--- src/rtl/if_fetch.sv ---
// Instruction-fetch stage: owns the architectural PC, issues single-outstanding
// req/ack fetches and presents {pc, inst, valid} to the IF/ID register. A
// one-entry skid buffer absorbs the fetch that completes after a stall begins,
// and DROP swallows a stale fetch that was in flight when a redirect arrived.
module if_fetch #(
  parameter int              RegW     = 32,
  parameter logic [RegW-1:0] RESET_PC = 32'h8000_0000
) (
  input  logic            clk_i,
  input  logic            rst_i,
  input  logic            stall_i,
  input  logic            br_taken_i,
  input  logic [RegW-1:0] br_target_i,
  output logic            inst_req_o,
  output logic [RegW-1:0] inst_addr_o,
  input  logic            inst_ack_i,
  input  logic [RegW-1:0] inst_rdata_i,
  output logic [RegW-1:0] if_pc_o,
  output logic [RegW-1:0] if_inst_o,
  output logic            if_valid_o
);

  typedef enum logic [1:0] {FETCH, SKID, DROP} state_t;

  state_t          state, state_n;
  logic [RegW-1:0] pc;
  logic [RegW-1:0] req_addr;
  logic [RegW-1:0] sk_pc;
  logic [RegW-1:0] sk_inst;
  logic            slot_free;

  // Output slot can take new data when empty or drained this cycle.
  assign slot_free = !if_valid_o || !stall_i;

  // State register.
  always_ff @(posedge clk_i) begin
    if (rst_i) state <= FETCH;
    else       state <= state_n;
  end

  // Next-state and memory request; DROP replays the stale address until acked.
  always_comb begin
    state_n     = state;
    inst_req_o  = 1'b0;
    inst_addr_o = pc;
    case (state)
      FETCH: begin
        inst_req_o = 1'b1;
        if (br_taken_i && !inst_ack_i)                  state_n = DROP;
        else if (!br_taken_i && inst_ack_i && !slot_free) state_n = SKID;
      end
      SKID: begin
        if (br_taken_i || !stall_i) state_n = FETCH;
      end
      DROP: begin
        inst_req_o  = 1'b1;
        inst_addr_o = req_addr;
        if (inst_ack_i) state_n = FETCH;
      end
      default: state_n = FETCH;
    endcase
    // No handshake may start while reset is held.
    if (rst_i) inst_req_o = 1'b0;
  end

  // PC, output slot and skid entry; redirect beats stall beats normal load.
  always_ff @(posedge clk_i) begin
    if (rst_i) begin
      pc         <= RESET_PC;
      req_addr   <= '0;
      if_valid_o <= 1'b0;
      if_pc_o    <= '0;
      if_inst_o  <= '0;
      sk_pc      <= '0;
      sk_inst    <= '0;
    end else begin
      case (state)
        FETCH: begin
          req_addr <= pc;
          if (br_taken_i) begin
            // Same-cycle ack data belongs to the wrong path and is discarded.
            pc         <= br_target_i;
            if_valid_o <= 1'b0;
          end else if (inst_ack_i) begin
            pc <= pc + RegW'(4);
            if (slot_free) begin
              if_pc_o    <= pc;
              if_inst_o  <= inst_rdata_i;
              if_valid_o <= 1'b1;
            end else begin
              sk_pc   <= pc;
              sk_inst <= inst_rdata_i;
            end
          end else if (slot_free) begin
            if_valid_o <= 1'b0;
          end
        end
        SKID: begin
          if (br_taken_i) begin
            pc         <= br_target_i;
            if_valid_o <= 1'b0;
            sk_pc      <= '0;
            sk_inst    <= '0;
          end else if (!stall_i) begin
            if_pc_o    <= sk_pc;
            if_inst_o  <= sk_inst;
            if_valid_o <= 1'b1;
          end
        end
        DROP: begin
          // Slot stays empty; a later redirect just retargets the next fetch.
          if (br_taken_i) pc <= br_target_i;
        end
        default: ;
      endcase
    end
  end

endmodule

--- config.mk ---
export PLATFORM = sky130hd
export DESIGN_NAME = if_fetch
export DESIGN_NICKNAME = d
export VERILOG_FILES = /design/src/rtl/if_fetch.sv
export SDC_FILE = /design/constraint.sdc
export NUM_CORES = 1
export LEC_CHECK = 0
export CORE_MARGIN = 4
export CORE_UTILIZATION = 50
export DETAILED_ROUTE_END_ITERATION = 7
export MAX_ROUTING_LAYER = met4
export PLACE_DENSITY = 0.77
export SLEW_MARGIN = 20
export SYNTH_ARGS = -nofsm -noshare
export SYNTH_HDL_FRONTEND = slang
export SYNTH_SLANG_ARGS = --single-unit
--- constraint.sdc ---
create_clock -name clk_i -period 2.95 [get_ports clk_i]
set_input_delay 0.7375 -clock clk_i [delete_from_list [all_inputs] [get_ports clk_i]]
set_output_delay 0.7375 -clock clk_i [all_outputs]
set_load 0.05 [all_outputs]
==> results.sh, run 1 <==
export IMPL_r2r_cells=7
export IMPL_nets=1226
export IMPL_critPathArrivalTime_ns=2.07
export IMPL_rsz0062_at_grt="no"
export IMPL_cp_num_cells=5
export IMPL_cts_buffers=17
export IMPL_fp_row_count=49
export IMPL_ys_seq_area_share_pct=42.70
export IMPL_path_max_fanout=38
export IMPL_drv_slew=0
export IMPL_overflow=0
export IMPL_grt_pass1_wl_mm=38.08
export IMPL_multiInputGateArea_sq_um=4763
export IMPL_fin_cells=1394
export IMPL_clock_sinks=195
export IMPL_slew_headroom_pct=46.89
export IMPL_coreArea_sq_um=17960
export IMPL_antenna_found_initial=0
export IMPL_path_clk_slew_ns=0.07
export IMPL_post_place_ws_ns=0.3350
export IMPL_synth_seq_cells=195
export IMPL_critPathRequiredTime_ns=2.21
export IMPL_avgSynthCellArea_sq_um=8.681
export IMPL_syn_inst=1053
export IMPL_yosysTopAreaCell="dfxtp_1"
export IMPL_crit_family="buffers and inverters"
export IMPL_ios=167
export IMPL_syn_nets=1127
export IMPL_fin_worst_skew_ns=0.01151
export IMPL_drv_cap=0
export IMPL_grt_pass1_vias=7397
export IMPL_synthTopCellsByArea="dfxtp_1 (43%), mux2i_1 (11%), a211oi_1 (5.5%)"
export IMPL_clk_path_buf_depth=2
export IMPL_insertion_delay_ns=0.43
export IMPL_dp_cells=1362
export IMPL_crit_buf_inv=3
export IMPL_setup_tns_ns=0
export IMPL_io_buffers=166
export IMPL_end_kind="output pin"
export IMPL_drt_first_pass_iters=6
export IMPL_path_class="reg -> out"
export IMPL_hold_path_class="reg -> reg"
export IMPL_place_area_sq_um=11300
export IMPL_status="completed"
export IMPL_final_setup_viol_count=0
export IMPL_leakagePower_uw=0.004285
export IMPL_viasPerCell=5.706
export IMPL_drive_gt1_share_pct=11.76
export IMPL_drc=0
export IMPL_drt_iter0_drc=533
export IMPL_via_count=7954
export IMPL_finalCriticalPeriod_ns=2.806
export IMPL_power_density_nw_per_um2=609.0
export IMPL_crit_top_cell="buf_12"
export IMPL_register_area_sq_um=3904
export IMPL_start_util_pct=50.89
export IMPL_worstMarginPinSlew_ns=0.7966
export IMPL_cts_resized=0
export IMPL_rr_endpoint="sk_pc[4]"
export IMPL_cts_setup_buffers=0
export IMPL_cts_hold_buffers=0
export IMPL_slowest_stage="dfxtp_1"
export IMPL_fillCellCount=1489
export IMPL_synth_common_cells="dfxtp_1 (195), nor2_1 (122), mux2i_1 (104)"
export IMPL_die_w_um=143.2
export IMPL_yosysMostFrequentCell="dfxtp_1"
export IMPL_grtUsageTotal_pct=23.23
export IMPL_crit_path_end="inst_addr_o[7]"
export IMPL_period_share_pct=95.13
export IMPL_critPathMaxStageDelay_ns=0.45
export IMPL_yosysTopAreaCellShare_pct=42.70
export IMPL_syn_area_sq_um=9141
export IMPL_irDropWorstVdd_mv=0.5148
export IMPL_routed_wl_mm=23.40
export IMPL_design_area_sq_um=11940
export IMPL_finalWorstSetupSlack_ns=0.1436
export IMPL_async_reset_ff_share_pct=0
export IMPL_cts_tree="yes"
export IMPL_wire_per_inst_um=16.78
export IMPL_r2r_setup_slack_ns=0.56
export IMPL_dpl_hpwl_mm=15.31
export IMPL_cp_startpoint="state[0]"
export IMPL_synth_edf_count=0
export IMPL_place_gp_congestion=0.9012
export IMPL_cts_root_buf="clkbuf_16"
export IMPL_dieHeight_um=143.2
export IMPL_fmax_ghz=0.3563
export IMPL_drtAntennaViolNets=0
export IMPL_synth_cell_types=53
export IMPL_hold_viol=0
export IMPL_dominantRegCellSynth="dfxtp_1"
export IMPL_diodes=0
export IMPL_dieArea_sq_um=20510
export IMPL_crit_chain="inv_1, ha_1, buf_12, o21ai_0, buf_12"
export IMPL_layout_area_overhead_vs_synth_pct=30.65
export IMPL_grt_start_max_net_pins=171
export IMPL_cts_max_level=4
export IMPL_start_kind="register"
export IMPL_yosys_warnings=0
export IMPL_r2r_start="state[0]"
[where the power goes]
part	switching, uW	total (uW)	leakage, uW	internal [uW]
clock network	1030	2560	0.000317	1530
registers	175	2980	0.00159	2800
logic	1000	1740	0.00237	732
total	2210	7270	0.00428	5070
[how the worst min path moves through the flow]
stage / from / endpoint / slack, ns / cells past startpoint
after floorplan: sk_inst[0] / sk_inst[0] / 0.44 / 2
after global placement: sk_pc[9] / sk_pc[9] / 0.44 / 2
after detailed placement: sk_pc[10] / sk_pc[10] / 0.45 / 2
after CTS: sk_pc[31] / sk_pc[31] / 0.46 / 2
after global routing: sk_pc[31] / sk_pc[31] / 0.47 / 2
final: sk_inst[30] / sk_inst[30] / 0.45 / 2
[cell usage in the layout, fill, tap and decap left out, types with 19 or more instances in the layout]
| cell type | instances |
|---|---|
| nor2_1 | 121 |
| mux2_2 | 30 |
| nand2_1 | 96 |
| buf_4 | 19 |
| clkdlybuf4s50_1 | 132 |
| a21oi_1 | 91 |
| dfxtp_1 | 195 |
| nand3b_1 | 63 |
| o21ai_0 | 21 |
| mux2i_1 | 104 |
| a211oi_1 | 67 |
| buf_12 | 42 |
[metrics by stage]
| stage | power, uW | hold slack, ns | utilization (%) |
|---|---|---|---|
| final | 7274 | 0.4543 | 66.48 |
| after global routing | 7560 | 0.4669 | 66.48 |
| after CTS | 7308 | 0.4555 | 66.48 |
| after detailed placement | 4769 | 0.4463 | 62.88 |
| after global placement | 4742 | 0.4408 | 62.88 |
| after floorplan | 4074 | 0.4360 | - |
[worst register-to-register path, stage by stage (launching register included)]
cell and delay (ns):
dfxtp_1 0.37, inv_1 0.11, ha_2 0.65, nand2_1 0.29, nand2_2 0.34, buf_4 0.30, nand2_1 0.09, a21oi_1 0.16
[flip-flops by register name, indices dropped and copies added (netlist names)]
| name | cells |
|---|---|
| if_valid_o | 1 |
| state | 2 |
| if_inst_o | 32 |
| if_pc_o | 32 |
| pc | 32 |
| sk_pc | 32 |
| req_addr | 32 |
| sk_inst | 32 |
[final cells by class]
class | instances | share of cell area (%)
clock inverters | 13 | 1.708
flip-flops and latches | 195 | 32.69
clock buffers | 19 | 3.709
well taps | 229 | 2.399
multi-input cells | 737 | 39.88
inverters | 7 | 0.2200
repair buffers | 194 | 19.39
[kinds of logic (layout without fill, tap and decap cells)]
| family | after synthesis | count (layout) | share of synthesized area [%] |
|---|---|---|---|
| simple gates | 373 | 373 | 20.50 |
| flops | 195 | 195 | 42.70 |
| buf+inv | 121 | 233 | 5.516 |
| fa+ha+maj | 5 | 5 | 0.6844 |
| compound gates | 225 | 225 | 15.51 |
| mux | 134 | 134 | 15.08 |
[routing by layer]
layer	wire (um)	GRT usage [%]
met5	0	-
met4	398	6.888
met3	1545	4.019
met2	10250	33.65
met1	11210	33.26
Note: power is estimated with default switching activity, not from simulation.
==> run 2: changes to the inputs <==
--- a/config.mk
+++ b/config.mk
@@ -5,6 +5,7 @@
 export SDC_FILE = /design/constraint.sdc
 export NUM_CORES = 1
 export LEC_CHECK = 0
+export ABC_AREA = 1
 export CORE_MARGIN = 4
 export CORE_UTILIZATION = 50
 export DETAILED_ROUTE_END_ITERATION = 7
==> results.sh, run 2 <==
export IMPL_status="completed"
export IMPL_start_kind="register"
export IMPL_yosysMostFrequentCell="nand2_1"
export IMPL_synthTopCellsByArea="dfxtp_1 (43%), nand2_1 (13%), o21ai_0 (7.0%)"
export IMPL_overflow=0
export IMPL_end_kind="output pin"
export IMPL_min_from="sk_pc[20]"
export IMPL_pwr_share_comb_pct=56.3
export IMPL_critPathRequiredTime_ns=2.21
export IMPL_swShare_pct=48.97
export IMPL_r2r_cells=11
export IMPL_drt_iter0_drc=740
export IMPL_antenna_found_initial=0
export IMPL_grt_pass1_wl_mm=42.01
export IMPL_cts_setup_buffers=0
export IMPL_cts_max_level=4
export IMPL_synth_seq_cells=195
export IMPL_grt_start_max_net_pins=83
export IMPL_final_cell_mix="nand2_1 (314), dfxtp_1 (195), nor2_1 (144), clkdlybuf4s50_1 (132), o21ai_0 (123)"
export IMPL_p_sw_uw=8159
export IMPL_routed_wl_mm=26.39
export IMPL_holdWs_ns=0.4903
export IMPL_worstMarginPinSlew_ns=0.7972
export IMPL_via_count=8832
export IMPL_finalCriticalPeriod_ns=2.819
export IMPL_yosysTopAreaCell="dfxtp_1"
export IMPL_hold_path_class="reg -> reg"
export IMPL_dieArea_sq_um=20230
export IMPL_async_reset_ff_share_pct=0
export IMPL_yosys_warnings=0
export IMPL_clock_sinks=195
export IMPL_layout_area_overhead_vs_synth_pct=28.66
export IMPL_setup_tns_ns=0
export IMPL_yosysTopAreaCellShare_pct=43.33
export IMPL_viasPerCell=5.527
export IMPL_hold_viol=0
export IMPL_die_w_um=142.2
export IMPL_irDropWorstVdd_mv=0.8480
export IMPL_place_gp_congestion=0.9218
export IMPL_wire_per_inst_um=16.51
export IMPL_cts_hold_buffers=0
export IMPL_clk_path_buf_depth=2
export IMPL_rsz0062_at_grt="no"
export IMPL_hold_end="sk_pc[20]"
export IMPL_place_area_sq_um=10940
export IMPL_period_share_pct=95.56
export IMPL_final_setup_viol_count=0
export IMPL_io_buffers=166
export IMPL_nets=1434
export IMPL_cts_tree="yes"
export IMPL_path_clk_slew_ns=0.07
export IMPL_grtUsageTotal_pct=26.55
export IMPL_critPathArrivalTime_ns=2.08
export IMPL_syn_nets=1319
export IMPL_ios=167
export IMPL_p_int_uw=8502
export IMPL_dominantRegCellSynth="dfxtp_1"
export IMPL_drc=0
export IMPL_coreArea_sq_um=17480
export IMPL_avgSynthCellArea_sq_um=7.237
export IMPL_dieHeight_um=142.2
export IMPL_r2r_setup_slack_ns=0.84
export IMPL_syn_inst=1245
export IMPL_path_max_fanout=52
export IMPL_synth_common_cells="nand2_1 (314), dfxtp_1 (195), nor2_1 (144)"
export IMPL_fin_worst_skew_ns=0.008322
export IMPL_fillCellCount=1476
export IMPL_pwr_share_seq_pct=28.7
export IMPL_synth_cell_types=32
export IMPL_cts_resized=0
export IMPL_fmax_ghz=0.3548
export IMPL_clkPwrFrac_pct=15.0
export IMPL_rr_endpoint="sk_inst[3]"
export IMPL_final_common_cell="nand2_1"
export IMPL_fp_row_count=48
export IMPL_path_class="reg -> out"
export IMPL_syn_area_sq_um=9010
export IMPL_leakagePower_uw=0.004793
export IMPL_slew_headroom_pct=46.86
export IMPL_drtAntennaViolNets=0
export IMPL_dpl_hpwl_mm=18.45
export IMPL_grt_pass1_vias=8119
export IMPL_utilization_pct=66.33
export IMPL_drv_cap=0
export IMPL_synth_edf_count=0
export IMPL_start_util_pct=51.55
export IMPL_design_area_sq_um=11590
export IMPL_r2r_start="state[1]"
export IMPL_cts_buffers=17
export IMPL_diodes=0
export IMPL_insertion_delay_ns=0.43
export IMPL_hold_path_cell_count=2
export IMPL_drive_gt1_share_pct=8.230
export IMPL_power_density_nw_per_um2=1437
export IMPL_drt_first_pass_iters=5
export IMPL_drv_slew=0
export IMPL_cts_root_buf="clkbuf_16"
export IMPL_ys_seq_area_share_pct=43.33
[run 2: worst max-delay path, cell delays in order, from the launching register on]
cell,delay (ns)
dfxtp_1,0.37
inv_1,0.09
ha_1,0.35
buf_12,0.25
o21ai_0,0.38
buf_12,0.19
[run 2: area by class of cell]
class                      count  area, sq um  share of cell area, %
inverter                      53        202.7                  1.749
clock buffer                  17        425.4                  3.670
sequential                   195         3904                  33.67
multi-input combinational    909         4451                  38.39
tap                          225        281.5                  2.428
timing repair buffer         184         2110                  18.20
clock inverter                15        219.0                  1.889
[run 2: power by group through the flow]
stage	sequential, uW	combinational, uW	clock [uW]
after floorplan	6060	5040	0
after global placement	4780	9210	0
after detailed placement	4810	9350	0
after CTS	4770	9400	2510
after global routing	4930	10100	2630
final	4790	9380	2490
[run 2: how the worst max path moves through the flow]
stage | startpoint | to | slack, ns | depth (start not counted)
finish | state[0] | inst_addr_o[24] | 0.13 | 5
global route | state[0] | inst_addr_o[11] | 0.02 | 5
CTS | state[0] | inst_addr_o[30] | 0.02 | 5
detailed placement | br_taken_i | sk_inst[7] | 0.26 | 8
global placement | br_taken_i | sk_inst[11] | 0.34 | 8
floorplan | state[0] | inst_addr_o[23] | 0.20 | 5
[run 2: logic make-up (layout without fill, tap and decap cells)]
| kind of cell | Yosys count | after routing | share of synthesized area (%) |
|---|---|---|---|
| flip-flops | 195 | 195 | 43.33 |
| adder cells (fa/ha/maj) | 5 | 5 | 0.6943 |
| buffers and inverters | 141 | 269 | 7.346 |
| XOR/XNOR | 1 | 1 | 0.09723 |
| AND/OR/NAND/NOR | 558 | 558 | 24.86 |
| AO/OA/AOI/OAI | 345 | 345 | 23.68 |
[run 2: routing by layer]
metal / track usage (%) / share of wire (%) / up-vias / wire, um
met2: 38.63 / 45 / 292 / 11770
met4: 9.293 / 2.8 / 0 / 726
met3: 5.074 / 6.7 / 48 / 1778
met5: - / 0 / - / 0
li1: - / - / 4396 / -
met1: 36.98 / 46 / 4096 / 12110
[run 2: stage by stage]
stage / setup slack (ns) / cells / total power (uW)
2_1_floorplan: 0.2004 / 1245 / 11100
4_1_cts: 0.01752 / 1598 / 16680
3_3_place_gp: 0.3382 / 1566 / 13990
5_1_grt: 0.02341 / 1598 / 17710
3_5_place_dp: 0.2610 / 1566 / 14160
6_report: 0.1311 / 1598 / 16660
